`src/rtl/alu_cmd_queue.sv`:
```
// In-order command buffer and registered issue stage feeding the ALU.
// Commands are queued in a circular buffer and issued one per cycle unless hold stalls the output.
module alu_cmd_queue #(
  parameter int unsigned DATA_W = 4,
  parameter int unsigned OP_W   = 3,
  parameter int unsigned DEPTH  = 8,
  parameter int unsigned CNT_W  = 16
) (
  input  logic                     clk,
  input  logic                     reset,
  input  logic                     flush,
  input  logic                     in_valid,
  output logic                     in_ready,
  input  logic [OP_W-1:0]          in_opcode,
  input  logic [DATA_W-1:0]        in_A,
  input  logic [DATA_W-1:0]        in_B,
  input  logic                     hold,
  output logic                     out_valid,
  output logic [OP_W-1:0]          Opcode,
  output logic [DATA_W-1:0]        A,
  output logic [DATA_W-1:0]        B,
  output logic [$clog2(DEPTH):0]   count,
  output logic [CNT_W-1:0]         issue_cnt
);

  localparam int unsigned PTR_W = $clog2(DEPTH);
  localparam int unsigned CMD_W = OP_W + 2 * DATA_W;
  localparam logic [PTR_W:0] FULL_CNT = (PTR_W + 1)'(DEPTH);

  logic [CMD_W-1:0] mem [DEPTH];
  logic [PTR_W-1:0] wr_ptr_q, rd_ptr_q;
  logic [PTR_W:0]   count_q;
  logic             out_valid_q;
  logic [OP_W-1:0]  opcode_q;
  logic [DATA_W-1:0] a_q, b_q;
  logic [CNT_W-1:0] issue_cnt_q;

  logic push, adv, pop;

  // in_ready ignores a same-cycle pop so it depends on registered state only
  assign in_ready = !reset && (count_q < FULL_CNT);
  assign push     = in_valid && in_ready && !flush;
  assign adv      = !out_valid_q || !hold;
  assign pop      = adv && (count_q != '0);

  always_ff @(posedge clk) begin
    if (push) begin
      mem[wr_ptr_q] <= {in_opcode, in_A, in_B};
    end
  end

  always_ff @(posedge clk) begin
    if (reset || flush) begin
      wr_ptr_q    <= '0;
      rd_ptr_q    <= '0;
      count_q     <= '0;
      out_valid_q <= 1'b0;
      opcode_q    <= '0;
      a_q         <= '0;
      b_q         <= '0;
      issue_cnt_q <= '0;
    end else begin
      if (push) begin
        wr_ptr_q <= wr_ptr_q + 1'b1;
      end
      if (adv) begin
        if (pop) begin
          {opcode_q, a_q, b_q} <= mem[rd_ptr_q];
          out_valid_q          <= 1'b1;
          rd_ptr_q             <= rd_ptr_q + 1'b1;
          issue_cnt_q          <= issue_cnt_q + 1'b1;
        end else begin
          // idle output stage presents a zeroed command
          out_valid_q <= 1'b0;
          opcode_q    <= '0;
          a_q         <= '0;
          b_q         <= '0;
        end
      end
      if (push && !pop) begin
        count_q <= count_q + 1'b1;
      end else if (pop && !push) begin
        count_q <= count_q - 1'b1;
      end
    end
  end

  assign out_valid = out_valid_q;
  assign Opcode    = opcode_q;
  assign A         = a_q;
  assign B         = b_q;
  assign count     = count_q;
  assign issue_cnt = issue_cnt_q;

endmodule

```
`config.mk`:
```
export PLATFORM = sky130hd
export DESIGN_NAME = alu_cmd_queue
export DESIGN_NICKNAME = d
export VERILOG_FILES = /design/src/rtl/alu_cmd_queue.sv
export SDC_FILE = /design/constraint.sdc
export NUM_CORES = 1
export LEC_CHECK = 0
export CORE_MARGIN = 4
export CORE_UTILIZATION = 31
export CTS_BUF_LIST = sky130_fd_sc_hd__clkbuf_2
export DETAILED_ROUTE_END_ITERATION = 10
export SETUP_SLACK_MARGIN = 0.02
export SYNTH_ARGS = -nofsm -noshare
export SYNTH_HDL_FRONTEND = slang
export SYNTH_SLANG_ARGS = --single-unit
export TNS_END_PERCENT = 100
```
`constraint.sdc`:
```
create_clock -name clk -period 3.4 [get_ports clk]
set_input_delay 0.34 -clock clk [delete_from_list [all_inputs] [get_ports clk]]
set_output_delay 0.34 -clock clk [all_outputs]
set_load 0.1 [all_outputs]
```
==> flow_summary_export.csv, run 1 <==
group,metric,value,unit
synthesis,yosysMostFrequentCell,"edfxtp_1",
synthesis,synth_seq_area_share,0.685,
synthesis,synth_area,5060,µm²
global_route,antenna_found_initial,0,
detailed_routing,drt-initial-drc-count,136,
die,core,15900,µm²
placed_design,dp_worst_setup_slack,541,ps
synthesis,yosysTopAreaCell,"edfxtp_1",
detailed_routing,detail_route.wl_per_cell,16.1,µm
worst_setup_path,crit_top_cell,"ha_1",
clock_network,cts_resized,0,
synthesis,synth_edf_count,88,
sta,setup_viol,0,
die,die-area,18400,µm²
die,die_w,136,µm
sta,fin_skew,34.3,ps
detailed_routing,drc,0,
synthesis,synth_fa_ha_area_frac,0.0188,
worst_setup_path,worstSetupPathType,"register to register",
worst_setup_path,cp_num_buf_inv,1,
synthesis,syn_area_per_cell,15.3,µm²
synthesis,synth-xor-area-share,0.0191,
detailed_routing,vias,2921,
layout,multi_input_area,1530,µm²
placed_design,numPortBuffers,48,
worst_setup_path,cp-start-kind,"register",
layout,nNetsFinal,420,
clock_network,path_clk_slew,180,ps
sta,timing.fmax,365,MHz
layout,ff_latch_area,3460,µm²
min_path,hold_class,"input pin to register",
worst_setup_path,crit_path_top_delay_cell,"or4_4",
clock_network,cts_tree,"built",
sta,fin_crit_sh,0.806,
synthesis,synthTopCellsByArea,"edfxtp_1, dfxtp_1, mux4_2, nand2_1, a22oi_2",
synthesis,synth_top_area_share,0.523,
worst_setup_path,critPathArrivalTime,3350,ps
synthesis,synth_compound_area_frac,0.0579,
die,start_util,0.317,
synthesis,synth_flop_cell,"edfxtp_1",
outcome,outcome,"finished clean",
synthesis,yosys-top-cells-count,"edfxtp_1, dfxtp_1, nand2_1",
worst_setup_path,critPathTopFamily,"simple AND/OR/NAND/NOR gates",
layout,antennaDiodeCount,0,
clock_network,cts_max_level,4,
global_route,grt_max_degree,31,
detailed_routing,finalWirelength,10100,µm
sta,fin_ws,660,ps
synthesis,ys_types,37,
pwr,leakage,1.92,nW
synthesis,synthesis.nets,353,
worst_setup_path,path_cells,"or4_4 -> nand2_1 -> ha_1 -> inv_1 -> ha_1 -> a21oi_1 -> a211o_1 -> a211oi_1 -> a31o_2",
global_route,grt_pass1_vias,2912,
die,rows,46,
global_route,grt_pass1_wl,15600,µm
sta,rsz0062_at_grt,"false",
clock_network,cts_buffer_depth,2,
synthesis,synth_top_family_by_area,"simple AND/OR/NAND/NOR gates",
detailed_routing,via_per_inst,4.67,
sta,report.final.slew_viol_count,0,
detailed_routing,dr.pass1.iters,4,
global_route,grt.total_usage,0.115,
sta,slew_headroom,0.334,
synthesis,syn_inst,330,
die,ios,49,
sta,layout_min_cycle_time,2740,ps
sta,worst_slew_pin_slew,996,ps
placed_design,hpwl,6440,µm
worst_setup_path,cp-end-kind,"register",
worst_setup_path,path_max_fanout,11,
flow_run,cap_violations,0,
worst_setup_path,max_stage_delay,640,ps
sta,fin_tns_setup,0,ps
placed_design,routabilityCongestion,0.764,
pwr,power.density,644,nW/µm²
synthesis,synthArstFlopShare,0,
worst_setup_path,crit_required,4010,ps
detailed_routing,ant_nets,0,
layout,area_delta_synth_final,19.6,%
synthesis,ys_seq_elements,129,
layout,fill_cells,1516,
global_route,grt_overflow_total,0,
clock_network,cts_setup_buffers,0,
pwr,peakVddDrop,0.000312,V
sta,final-hold-violation-count,0,
die,chipHeight,136,µm
synthesis,synthSimpleGateAreaFrac,0.104,
synthesis,synth.area.mux_share,0.102,
clock_network,clkLatencyLatePin,660,ps
synthesis,yosys_warnings,0,
clock_network,cts.sinks,129,
clock_network,cts_inserted_buffers,17,
layout,drive_above_1_share,0.190,
clock_network,root_buffer,"clkbuf_2",
clock_network,cts_hold_buffers,0,
final cells by class:
cell class | instances | share of cell area
Clock buffer | 23 | 0.0190
Clock inverter | 9 | 0.0155
Inverter | 1 | 0.000621
Multi-Input combinational cell | 188 | 0.253
Sequential cell | 129 | 0.573
Tap cell | 216 | 0.0447
Timing Repair Buffer | 60 | 0.0940
sequential cells by signal, summed over array words and instances (netlist names), 3 cells and up, named ones only:
| name | flops |
|---|---|
| mem | 88 |
| issue_cnt | 16 |
| A | 4 |
| B | 4 |
| count | 4 |
| Opcode | 3 |
| rd_ptr_q | 3 |
| wr_ptr_q | 3 |
cells by family (layout without fill, tap and decap cells):
logic type                 after synthesis  in the layout
DFF                                    129            129
adders and majority gates                7              7
xor gates and xnor gates                11             11
AOI/OAI and AO/OA                       38             38
muxes                                   24             24
and+or+nand+nor                        108            108
buffers and inverters                   13             93
cells in the final DEF (no fill, tap or decap), types with 2 or more instances in the layout:
cell type / count
edfxtp_1: 88
clkdlybuf4s50_1: 47
dfxtp_1: 41
nand2_1: 36
nor2_1: 27
clkbuf_2: 23
mux4_2: 22
a21oi_1: 13
buf_4: 13
nand3_1: 11
a22oi_2: 10
xor2_1: 9
or4_1: 7
nand4_1: 6
ha_1: 6
o31ai_1: 5
o21ai_0: 5
clkinv_1: 5
or3_1: 4
nand2b_1: 3
and2_1: 3
nor3_1: 2
or2_2: 2
xnor2_1: 2
mux2i_1: 2
bufinv_16: 2
clkinvlp_4: 2
stage by stage:
step / instance area, µm² / total power, mW / cells / utilization / hold slack [ps]
after CTS: 6050 / 3.95 / 626 / 0.379 / 331
after floorplan: 5060 / 2.83 / 330 / - / 439
after global placement: 5840 / 3.07 / 594 / 0.366 / 424
after detailed placement: 5840 / 3.09 / 594 / 0.366 / 430
after global routing: 6050 / 4.08 / 626 / 0.379 / 327
final: 6050 / 3.89 / 626 / 0.379 / 404
report_power, final:
group	switching (mW)	total, mW	internal [mW]
logic	0.849	1.21	0.357
registers	0.0812	1.84	1.76
clock network	0.501	0.843	0.342
total	1.43	3.89	2.46
final timing paths:
kind	from	end	slack, ps	cells after the start
worst max-delay path	count[3]	count[3]	660	9
worst min register to register	A[3]	A[3]	450	2
worst min-delay path	in_A[2]	mem[5][6]	400	1
worst max register to register	count[3]	count[3]	660	9
layer usage:
| metal | vias to the layer above | wire length, µm | track usage |
|---|---|---|---|
| met3 | 7 | 295 | 0.0368 |
| li1 | 1406 | - | - |
| met1 | 1472 | 4340 | 0.131 |
| met5 | - | 0 | 0 |
| met2 | 36 | 5340 | 0.201 |
| met4 | 0 | 95 | 0.0448 |
(Power assumes the default switching activity.)
==> run 2: changes to the inputs <==
==> constraint.sdc (replaced) <==
create_clock -name clk -period 2.45 [get_ports clk]
set_input_delay 0.245 -clock clk [delete_from_list [all_inputs] [get_ports clk]]
set_output_delay 0.245 -clock clk [all_outputs]
set_load 0.1 [all_outputs]
==> run 2 against run 1 <==
Critical path depth stayed put. Clock power is 38% higher. Routed wire length increased by 0.50%. Non-clock buffer count grew 7. Register-to-register slack lost 580 ps. Combinational power rose by 46%. Global-route usage rose by 0.11 points. Clock-buffer cell count is 1 lower. Sequential share of layout area increased by 0.097 points.
==> flow_summary_export.csv, run 2 (synthesized netlist as in run 1, its figures left out) <==
group,metric,value,unit
layout,nNetsFinal,427,
worst_setup_path,path_cells,"or4_4 -> nand2_4 -> ha_1 -> inv_2 -> ha_4 -> a21oi_1 -> a211o_1 -> a211oi_2 -> a31o_2",
layout,drive_above_1_share,0.306,
global_route,grt_pass1_vias,3015,
pwr,combPwrFrac,0.322,
layout,final_cells,632,
global_route,use_met3,0.0323,
sta,timing.fmax,422,MHz
worst_setup_path,cp-end-kind,"register",
detailed_routing,detail_route.wl_per_cell,16.0,µm
detailed_routing,drc,0,
global_route,grt_pass1_wl,16000,µm
placed_design,placed_cells,601,
global_route,grt_max_degree,23,
worst_setup_path,critPathArrivalTime,2970,ps
clock_network,root_buffer,"clkbuf_2",
layout,largest_reg_flops,88,
sta,fin_hold_ws,304,ps
clock_network,cts_buffer_depth,2,
placed_design,routabilityCongestion,0.738,
sta,setup_viol,0,
die,rows,46,
sta,fin_skew,22.6,ps
pwr,internal-power,3.47,mW
detailed_routing,drt-initial-drc-count,217,
worst_setup_path,worstSetupPathType,"register to register",
clock_network,cts_inserted_buffers,17,
min_path,hold_class,"input pin to register",
global_route,antenna_found_initial,1,
worst_setup_path,path_max_fanout,6,
pwr,peakVddDrop,0.000457,V
layout,area_delta_synth_final,19.8,%
clock_network,cts_max_level,4,
global_route,grt_overflow_total,0,
pwr,power.density,908,nW/µm²
global_route,grt_busiest_layer,"met2",
pwr,switching_power,2.03,mW
sta,slew_headroom,0.538,
layout,regMostFlops,"mem",
die,chipHeight,136,µm
sta,layout_min_cycle_time,2370,ps
worst_setup_path,max_stage_delay,560,ps
sta,worst_slew_pin_slew,686,ps
clock_network,cts_setup_buffers,0,
worst_setup_path,crit_path_top_delay_cell,"or4_4",
die,ios,49,
layout,fill_cells,1538,
clock_network,cts_tree,"built",
worst_setup_path,crit_required,3050,ps
detailed_routing,ant_nets,0,
clock_network,cts.sinks,129,
die,core,15900,µm²
placed_design,numPortBuffers,48,
global_route,use_met2,0.194,
die,die-area,18400,µm²
layout,layout_common_cells,"edfxtp_1, buf_4, dfxtp_1",
clock_network,path_clk_slew,170,ps
pwr,switching_share,0.369,
sta,final-hold-violation-count,0,
pwr,finalPower,5.50,mW
placed_design,hpwl,6540,µm
sta,rsz0062_at_grt,"false",
flow_run,cap_violations,0,
die,die_w,136,µm
sta,report.final.slew_viol_count,0,
sta,fin_tns_setup,0,ps
detailed_routing,vias,2972,
sta,fin_crit_sh,0.968,
die,start_util,0.317,
layout,layout_commonest_cell,"edfxtp_1",
global_route,grt.total_usage,0.116,
detailed_routing,dr.pass1.iters,5,
detailed_routing,finalWirelength,10100,µm
outcome,outcome,"finished clean",
pwr,p_clk_frac,0.211,
pwr,pwr-share-seq,0.467,
pwr,leakage,2.03,nW
detailed_routing,via_per_inst,4.70,
worst_setup_path,cp-start-kind,"register",
clock_network,clkLatencyLatePin,660,ps
global_route,met1_usage,0.141,
==> run 2: cell types whose count changed in the layout (fill, tap and decap cells not counted), moves of 2 or more <==
| cell | change |
|---|---|
| clkinv_1 | -2 |
| clkdlybuf4s50_1 | -32 |
| dfxtp_2 | +2 |
| buf_4 | +39 |
| dfxtp_1 | -5 |
| dfxtp_4 | +3 |
==> run 2: worst max-delay path, delay by kind of cell, from the launching register on <==
family                   cells  cell delay (ps)
flip-flops                   1              400
AO/OA/AOI/OAI                4              710
adder cells (fa/ha/maj)      2              470
AND/OR/NAND/NOR              2              680
buffers and inverters        1               80
==> run 2: per-layer routing <==
| metal | up-vias | routed length [µm] | share of wire |
|---|---|---|---|
| li1 | 1422 | - | - |
| met1 | 1493 | 4350 | 0.43 |
| met2 | 47 | 5270 | 0.52 |
| met3 | 10 | 364 | 0.036 |
| met4 | 0 | 135 | 0.013 |
| met5 | - | 0 | 0 |
==> run 2: area by class of cell <==
type / count / area (µm²) / share of cell area
tap: 216 / 270 / 0.0446
timing repair buffer: 67 / 541 / 0.0892
clock buffer: 22 / 110 / 0.0182
antenna: 1 / 2.50 / 0.000413
sequential: 129 / 3480 / 0.574
multi-input combinational: 188 / 1560 / 0.258
inverter: 1 / 3.75 / 0.000619
clock inverter: 8 / 92.6 / 0.0153
==> run 2: path summary, 6_finish.rpt <==
| check | startpoint | endpoint | slack [ps] | cells past startpoint |
|---|---|---|---|---|
| worst max-delay path | count[1] | count[3] | 80 | 9 |
| worst min-delay path | in_A[2] | mem[5][6] | 300 | 1 |
| worst max register to register | count[1] | count[3] | 80 | 9 |
| worst min register to register | B[1] | B[1] | 450 | 2 |
==> run 2: power groups by stage <==
stage                     Sequential [mW]  Clock, mW  Combinational, mW
final                                2.57       1.16               1.77
after global routing                 2.59       1.31               1.88
after CTS                            2.57       1.21               1.75
after detailed placement             2.62          0               1.75
after global placement               2.61          0               1.73
after floorplan                      3.22          0              0.756
==> run 2: timing repair <==
item / CTS / global route
resized for setup: 0 / 3
hold buffers: 0 / 0
setup endpoints to repair: 0 / 1
==> run 2: stage by stage <==
stage	worst slack, ps	utilization	instance area [µm²]
after global routing	10.8	0.380	6060
after detailed placement	-23.4	0.366	5840
final	78.9	0.380	6060
after CTS	43.4	0.379	6040
after global placement	14.6	0.366	5840
after floorplan	-83.4	-	5080
==> run 3: changes to the inputs <==
--- a/config.mk
+++ b/config.mk
@@ -9,6 +9,7 @@
 export CORE_UTILIZATION = 31
 export CTS_BUF_LIST = sky130_fd_sc_hd__clkbuf_2
 export DETAILED_ROUTE_END_ITERATION = 10
+export GPL_ROUTABILITY_DRIVEN = 1
 export SETUP_SLACK_MARGIN = 0.02
 export SYNTH_ARGS = -nofsm -noshare
 export SYNTH_HDL_FRONTEND = slang
==> results of run 3 <==
The final DEF is identical to that of run 2; final timing and power are the same.
